--- src/rtl/hazard_ctrl.sv ---
// Pipeline hazard controller for a five-stage in-order core.
// Produces ALU and branch-comparator forwarding selects, load-use and
// branch-operand stalls, and a memory-wait FSM that freezes the pipeline
// while data memory is busy and latches a terminal error on timeout.
module hazard_ctrl #(
  parameter int MEM_TIMEOUT = 15,
  parameter int CNT_W       = 16
) (
  input  logic             clk,
  input  logic             reset,
  input  logic [4:0]       rs_d,
  input  logic [4:0]       rt_d,
  input  logic [4:0]       rs_e,
  input  logic [4:0]       rt_e,
  input  logic [4:0]       writereg_e,
  input  logic             regwrite_e,
  input  logic             memtoreg_e,
  input  logic [4:0]       writereg_m,
  input  logic             regwrite_m,
  input  logic             memtoreg_m,
  input  logic [4:0]       writereg_w,
  input  logic             regwrite_w,
  input  logic             branch_d,
  input  logic             branch_taken_d,
  input  logic             mem_req_m,
  input  logic             mem_ready,
  output logic             stall_f,
  output logic             stall_d,
  output logic             stall_e,
  output logic             stall_m,
  output logic             flush_d,
  output logic             flush_e,
  output logic             flush_w,
  output logic [1:0]       fwd_a_e,
  output logic [1:0]       fwd_b_e,
  output logic             fwd_a_d,
  output logic             fwd_b_d,
  output logic             mem_err,
  output logic [CNT_W-1:0] stall_cnt
);

  // Wait counter only needs to reach MEM_TIMEOUT.
  localparam int WCW = (MEM_TIMEOUT < 2) ? 1 : $clog2(MEM_TIMEOUT + 1);

  typedef enum logic [1:0] {
    S_RUN  = 2'd0,
    S_WAIT = 2'd1,
    S_ERR  = 2'd2
  } state_e;

  state_e           state_q, state_d;
  logic [WCW-1:0]   wait_cnt_q, wait_cnt_d;
  logic [CNT_W-1:0] stall_cnt_q, stall_cnt_d;

  logic memstall;
  logic lwstall;
  logic brstall;

  // Nonzero-destination matches, shared by forwarding and stall detection.
  logic m_hit_rs_e, m_hit_rt_e, w_hit_rs_e, w_hit_rt_e;
  logic e_hit_rs_d, e_hit_rt_d, m_hit_rs_d, m_hit_rt_d;

  assign m_hit_rs_e = (writereg_m != 5'd0) && (writereg_m == rs_e);
  assign m_hit_rt_e = (writereg_m != 5'd0) && (writereg_m == rt_e);
  assign w_hit_rs_e = (writereg_w != 5'd0) && (writereg_w == rs_e);
  assign w_hit_rt_e = (writereg_w != 5'd0) && (writereg_w == rt_e);
  assign e_hit_rs_d = (writereg_e != 5'd0) && (writereg_e == rs_d);
  assign e_hit_rt_d = (writereg_e != 5'd0) && (writereg_e == rt_d);
  assign m_hit_rs_d = (writereg_m != 5'd0) && (writereg_m == rs_d);
  assign m_hit_rt_d = (writereg_m != 5'd0) && (writereg_m == rt_d);

  // ALU operand forwarding: the younger MEM result wins over WB.
  always_comb begin
    fwd_a_e = 2'b00;
    fwd_b_e = 2'b00;
    if (regwrite_m && m_hit_rs_e)      fwd_a_e = 2'b10;
    else if (regwrite_w && w_hit_rs_e) fwd_a_e = 2'b01;
    if (regwrite_m && m_hit_rt_e)      fwd_b_e = 2'b10;
    else if (regwrite_w && w_hit_rt_e) fwd_b_e = 2'b01;
  end

  assign fwd_a_d = regwrite_m && m_hit_rs_d;
  assign fwd_b_d = regwrite_m && m_hit_rt_d;

  // A load in EX cannot forward to ID in time; neither can any EX result or
  // a MEM load when the branch comparator needs it in ID.
  assign lwstall = memtoreg_e && (e_hit_rs_d || e_hit_rt_d);
  assign brstall = branch_d &&
                   ((regwrite_e && (e_hit_rs_d || e_hit_rt_d)) ||
                    (memtoreg_m && (m_hit_rs_d || m_hit_rt_d)));

  // Memory-wait FSM next state; memstall drops in the cycle mem_ready rises.
  always_comb begin
    state_d    = state_q;
    wait_cnt_d = wait_cnt_q;
    memstall   = 1'b0;
    case (state_q)
      S_RUN: begin
        if (mem_req_m && !mem_ready) begin
          memstall   = 1'b1;
          state_d    = S_WAIT;
          wait_cnt_d = WCW'(1);
        end
      end
      S_WAIT: begin
        if (mem_ready) begin
          state_d    = S_RUN;
          wait_cnt_d = '0;
        end else begin
          memstall = 1'b1;
          if (wait_cnt_q == WCW'(MEM_TIMEOUT)) state_d = S_ERR;
          else                                 wait_cnt_d = wait_cnt_q + WCW'(1);
        end
      end
      S_ERR: begin
        memstall = 1'b1;
      end
      default: begin
        state_d    = S_RUN;
        wait_cnt_d = '0;
      end
    endcase
  end

  // Stall/flush priority: memory freeze, then operand hazards, then branch flush.
  always_comb begin
    stall_f = 1'b0;
    stall_d = 1'b0;
    stall_e = 1'b0;
    stall_m = 1'b0;
    flush_d = 1'b0;
    flush_e = 1'b0;
    flush_w = 1'b0;
    if (memstall) begin
      stall_f = 1'b1;
      stall_d = 1'b1;
      stall_e = 1'b1;
      stall_m = 1'b1;
      flush_w = 1'b1;
    end else if (lwstall || brstall) begin
      stall_f = 1'b1;
      stall_d = 1'b1;
      flush_e = 1'b1;
    end else begin
      flush_d = branch_taken_d;
    end
  end

  // Saturating stall-cycle counter next value.
  always_comb begin
    stall_cnt_d = stall_cnt_q;
    if (stall_f && !(&stall_cnt_q)) stall_cnt_d = stall_cnt_q + CNT_W'(1);
  end

  // State registers with asynchronous active-low reset.
  always_ff @(posedge clk or negedge reset) begin
    if (!reset) begin
      state_q     <= S_RUN;
      wait_cnt_q  <= '0;
      stall_cnt_q <= '0;
    end else begin
      state_q     <= state_d;
      wait_cnt_q  <= wait_cnt_d;
      stall_cnt_q <= stall_cnt_d;
    end
  end

  assign mem_err   = (state_q == S_ERR);
  assign stall_cnt = stall_cnt_q;

endmodule

--- config.mk ---
export PLATFORM = sky130hd
export DESIGN_NAME = hazard_ctrl
export DESIGN_NICKNAME = d
export VERILOG_FILES = /design/src/rtl/hazard_ctrl.sv
export SDC_FILE = /design/constraint.sdc
export NUM_CORES = 1
export LEC_CHECK = 0
export BUFFER_PORTS_ARGS = -buffer_cell sky130_fd_sc_hd__buf_4
export CAP_MARGIN = 20
export CORE_AREA = 2 2 79 51
export CTS_CLUSTER_DIAMETER = 100
export DETAILED_ROUTE_END_ITERATION = 16
export DIE_AREA = 0 0 81 53
export PLACE_DENSITY = 0.79
export SYNTH_ARGS = -nofsm -noshare
export SYNTH_HDL_FRONTEND = slang
export SYNTH_SLANG_ARGS = --single-unit
--- constraint.sdc ---
create_clock -name clk -period 5.95 [get_ports clk]
set_clock_uncertainty 0.2 [all_clocks]
set_input_delay 0.8925 -clock clk [delete_from_list [all_inputs] [get_ports clk]]
set_output_delay 0.8925 -clock clk [all_outputs]
set_load 0.1 [all_outputs]
==> impl.org <==
** Run status
- Result of the run :: complete, no violations

** Timing
- Maximum clock rate :: 0.255 GHz
- Min Tclk post-route :: just under 4000 ps
- The count of endpoints failing hold in the final timing report is 0.
- Setup repair after global routing missed its margin :: false
- Hold is met by 299 ps.
- In this run the tightest slew margin relative to its limit is 0.471.
- Final number of max-transition violations :: 0
- Dividing the final minimum period by the clock period gives 0.660.
- Transition time of the tightest slew-check pin :: just under 800 ps
- Setup violations remaining at the end of the flow were counted as 0.

** Placed design
- Post-DP HPWL :: between 3 and 4 mm
- The placed instances occupy a cell area of around 2300 um^2.
- Routability cong. :: 0.924
- Buffers placed on the I/O ports in this run total 75.

** Route
- In the routed layout, each cell is associated on average with a via count of approximately 5.2.
- Number of iterations in the first detailed-routing pass :: 4
- Via count :: approximately 1600
- Remaining number of nets flagged by the antenna check after routing :: 0
- Post-route DRC :: 0
- In this run, the number of DRC markers left after iteration 0 of detailed routing was ~160.
- Dividing the detail-routed wire length by the instance count gives roughly 15 um.
- Wires add up to between 4 and 5 mm.

** GRT
- Vias in the first global route :: 1485
- For met3 alone, demand over resource in global routing was 0.0495.
- Largest net degree at the start of global routing :: 23
- In the global route stage, overall resource usage came out at 0.226.
- The number of antenna violations at the first check in global routing was 0.
- In the global route stage, met2 resource usage came out at 0.317.
- Remaining global-route overflow :: 0
- GR Layer Usage met1 :: 0.349
- The global routing stage identified its most utilized layer as met1.
- First-pass GRT wire length :: approximately 7.1 mm

** Power
- PD cells :: between 200 and 300 nW/um^2
- P_leak :: roughly 1.1 nW
- Summing internal, switching and leakage power gives around 0.00066 W.
- Across the VDD grid, the largest voltage drop is roughly 0.40 mV.

** Logic synthesis
- Top cell type by total area after synthesis :: sky130_fd_sc_hd__dfrtp_1
- Number of enable flip-flop cells after synthesis :: 0
- Ys Warns :: 0
- Cell area after synthesis :: ~1800 um^2
- After synthesis, the netlist uses 37 different library cells.
- Of all flip-flops after synthesis, the portion carrying an async set or reset was 1.00.
- By count the netlist is led by sky130_fd_sc_hd__xnor2_1, sky130_fd_sc_hd__xor2_1, sky130_fd_sc_hd__dfrtp_1.
- Mapped Cells :: just under 200
- Register area share after synthesis :: 0.315
- Syn Nets :: 244
- Leading post-synthesis cells by cell area :: sky130_fd_sc_hd__dfrtp_1, sky130_fd_sc_hd__xnor2_1, sky130_fd_sc_hd__xor2_1
- A synthesized cell averages 8.93 um^2.
- Yosys instantiated no cell more often than sky130_fd_sc_hd__xnor2_1.
- FF+latch count, synth :: 22
- Portion of synthesized cell area occupied by the leading cell type :: 0.315
- Dominant synthesized flop cell :: sky130_fd_sc_hd__dfrtp_1

** Layout
- Layout overhead on the synthesized area :: 32.8%
- Share of post-route cells with drive strength above 1 :: 0.341
- The finished cells cover between 2000 and 2500 um^2.
- Area taken by multi-input logic gates :: 1100 um^2
- Measured on the finished design, the core utilization comes to 0.658.
- Fill cells in the final layout number between 300 and 400.
- Net count, final :: 311
- Diode count :: 0
- Summing all flip-flop and latch instances after layout gives about 550 um^2.

** Clock tree
- In this run the deepest clock path goes through 2 buffers.
- Clock tree root driver cell :: sky130_fd_sc_hd__clkbuf_8
- CTS built an H-tree with a depth of 1.
- Buffers added to address setup during post-CTS repair amount to 0.
- TritonCTS clock tree :: yes
- Clock-pin slew was measured on the worst setup and hold paths at approximately 70 ps.
- Buffers inserted to repair hold after CTS numbered 0.
- Source-to-sink clock delay at the later pin of the worst-skew pair :: between 200 and 300 ps
- The clock drives 22 sinks.
- Inserted Clock Buffers :: 3
- Number of gates resized after cts :: 0

** Critical path
- Element type at the critical path start :: input pin
- The worst setup path is of the input pin to primary output kind.
- Startpoint of the worst-slack reg-to-reg timing path :: state_q[1]
- For the worst setup path, the data arrival time is ~2800 ps.
- STA classifies the critical path endpoint as a primary output.
- Startpoint of the most critical setup path :: rs_d[0]
- Maximum fanout along the worst path :: 18
- Data on the critical path is required at its endpoint by slightly below 5000 ps.

** Floorplan
- Starting utilization of the core area :: 0.496
- Chip Width :: 81 um
- Standard-cell rows :: 17
- The die covers 4290 um^2.
- In this run the standard cell core region covers 3530 um^2.
- Floorplan die height :: between 50 and 60 um
- Io pins :: 76

** Run
- Max-cap violations in this run came to 0.

** Hold path
- Hold Path Origin :: state_q[1]
- Worst min path class :: register to register
==> metal layers <==
| layer | wire length [um] | up-vias |
|---|---|---|
| li1 | - | 806 |
| met1 | 2510 | 746 |
| met2 | 1850 | 53 |
| met3 | 248 | 8 |
| met4 | 64 | 0 |
| met5 | 0 | - |
==> path summary, 6_finish.rpt <==
| check | slack (ps) | cells past startpoint | endpoint |
|---|---|---|---|
| setup / recovery | 2030 | 6 | stall_f |
| hold / removal | 300 | 1 | wait_cnt_q[0] |
| setup reg to reg | 3370 | 6 | stall_cnt[1] |
| hold reg to reg | 300 | 1 | wait_cnt_q[0] |
| max in group asynchronous | 5010 | 1 | stall_cnt[6] |
| min in group asynchronous | 320 | 1 | wait_cnt_q[1] |
==> state kept, by name (all words and copies together), names as in the netlist <==
signal      count
stall_cnt      16
wait_cnt_q      4
state_q         2
==> cell usage in the layout, fill, tap and decap left out <==
cell,Yosys,routed
sky130_fd_sc_hd__xnor2_1,30,30
sky130_fd_sc_hd__o31ai_1,2,2
sky130_fd_sc_hd__nor2_1,14,14
sky130_fd_sc_hd__nand4_1,3,3
sky130_fd_sc_hd__mux2i_1,1,1
sky130_fd_sc_hd__and3_1,7,7
sky130_fd_sc_hd__a221o_1,1,1
sky130_fd_sc_hd__inv_1,3,3
sky130_fd_sc_hd__a22oi_1,1,1
sky130_fd_sc_hd__ha_1,2,2
sky130_fd_sc_hd__nand3_2,8,8
sky130_fd_sc_hd__buf_4,3,75
sky130_fd_sc_hd__o21ai_1,1,1
sky130_fd_sc_hd__nor3_2,1,1
sky130_fd_sc_hd__and3_4,1,1
sky130_fd_sc_hd__nand2b_1,1,1
sky130_fd_sc_hd__o32ai_1,1,1
sky130_fd_sc_hd__nand3b_1,1,1
sky130_fd_sc_hd__xor2_1,25,25
sky130_fd_sc_hd__mux2_1,1,1
sky130_fd_sc_hd__nor3_1,5,5
sky130_fd_sc_hd__nand2_2,1,1
sky130_fd_sc_hd__or4_1,3,3
sky130_fd_sc_hd__o21ai_0,2,2
sky130_fd_sc_hd__clkbuf_8,0,3
sky130_fd_sc_hd__nand3_1,14,14
sky130_fd_sc_hd__a21oi_1,7,7
sky130_fd_sc_hd__o22ai_1,1,1
sky130_fd_sc_hd__a211oi_1,1,1
sky130_fd_sc_hd__nor3b_1,1,1
sky130_fd_sc_hd__and4_1,1,1
sky130_fd_sc_hd__nor4_1,5,5
sky130_fd_sc_hd__dfrtp_1,22,22
sky130_fd_sc_hd__nand2_1,15,15
sky130_fd_sc_hd__a221oi_1,1,1
==> metrics by stage <==
step,TNS [ps],cells,setup WS [ps]
2_1_floorplan,-2870,196,-1440
3_3_place_gp,0,305,2050
3_5_place_dp,0,305,2060
4_1_cts,0,308,2060
5_1_grt,0,308,1870
6_report,0,308,2030
==> kinds of logic after synthesis <==
kind of cell / synth area share
AND/OR/NAND/NOR: 0.262
XOR/XNOR: 0.275
flip-flops: 0.315
AO/OA/AOI/OAI: 0.0650
buffers and inverters: 0.0572
multiplexers: 0.0122
adder cells (fa/ha/maj): 0.0143
==> power by group <==
group          internal, W   total, W  leakage, nW  switching (W)
sequential        0.000175   0.000211        0.292      0.0000367
clock            0.0000450  0.0000873       0.0216      0.0000422
combinational    0.0000987   0.000363        0.745       0.000264
total             0.000319   0.000662         1.06       0.000343
==> worst max-delay path, cell delays in order <==
cell,delay [ps]
sky130_fd_sc_hd__buf_4,120
sky130_fd_sc_hd__xnor2_1,160
sky130_fd_sc_hd__nand3_1,120
sky130_fd_sc_hd__o31ai_1,370
sky130_fd_sc_hd__a221o_1,740
sky130_fd_sc_hd__buf_4,420
==> layout make-up <==
class                           instances  share of cell area
Multi-Input combinational cell        158               0.473
Sequential cell                        22               0.237
Timing Repair Buffer                   75               0.242
Inverter                                3             0.00484
Clock buffer                            3              0.0178
Tap cell                               47              0.0253
Power figures use the tool's default switching activity.
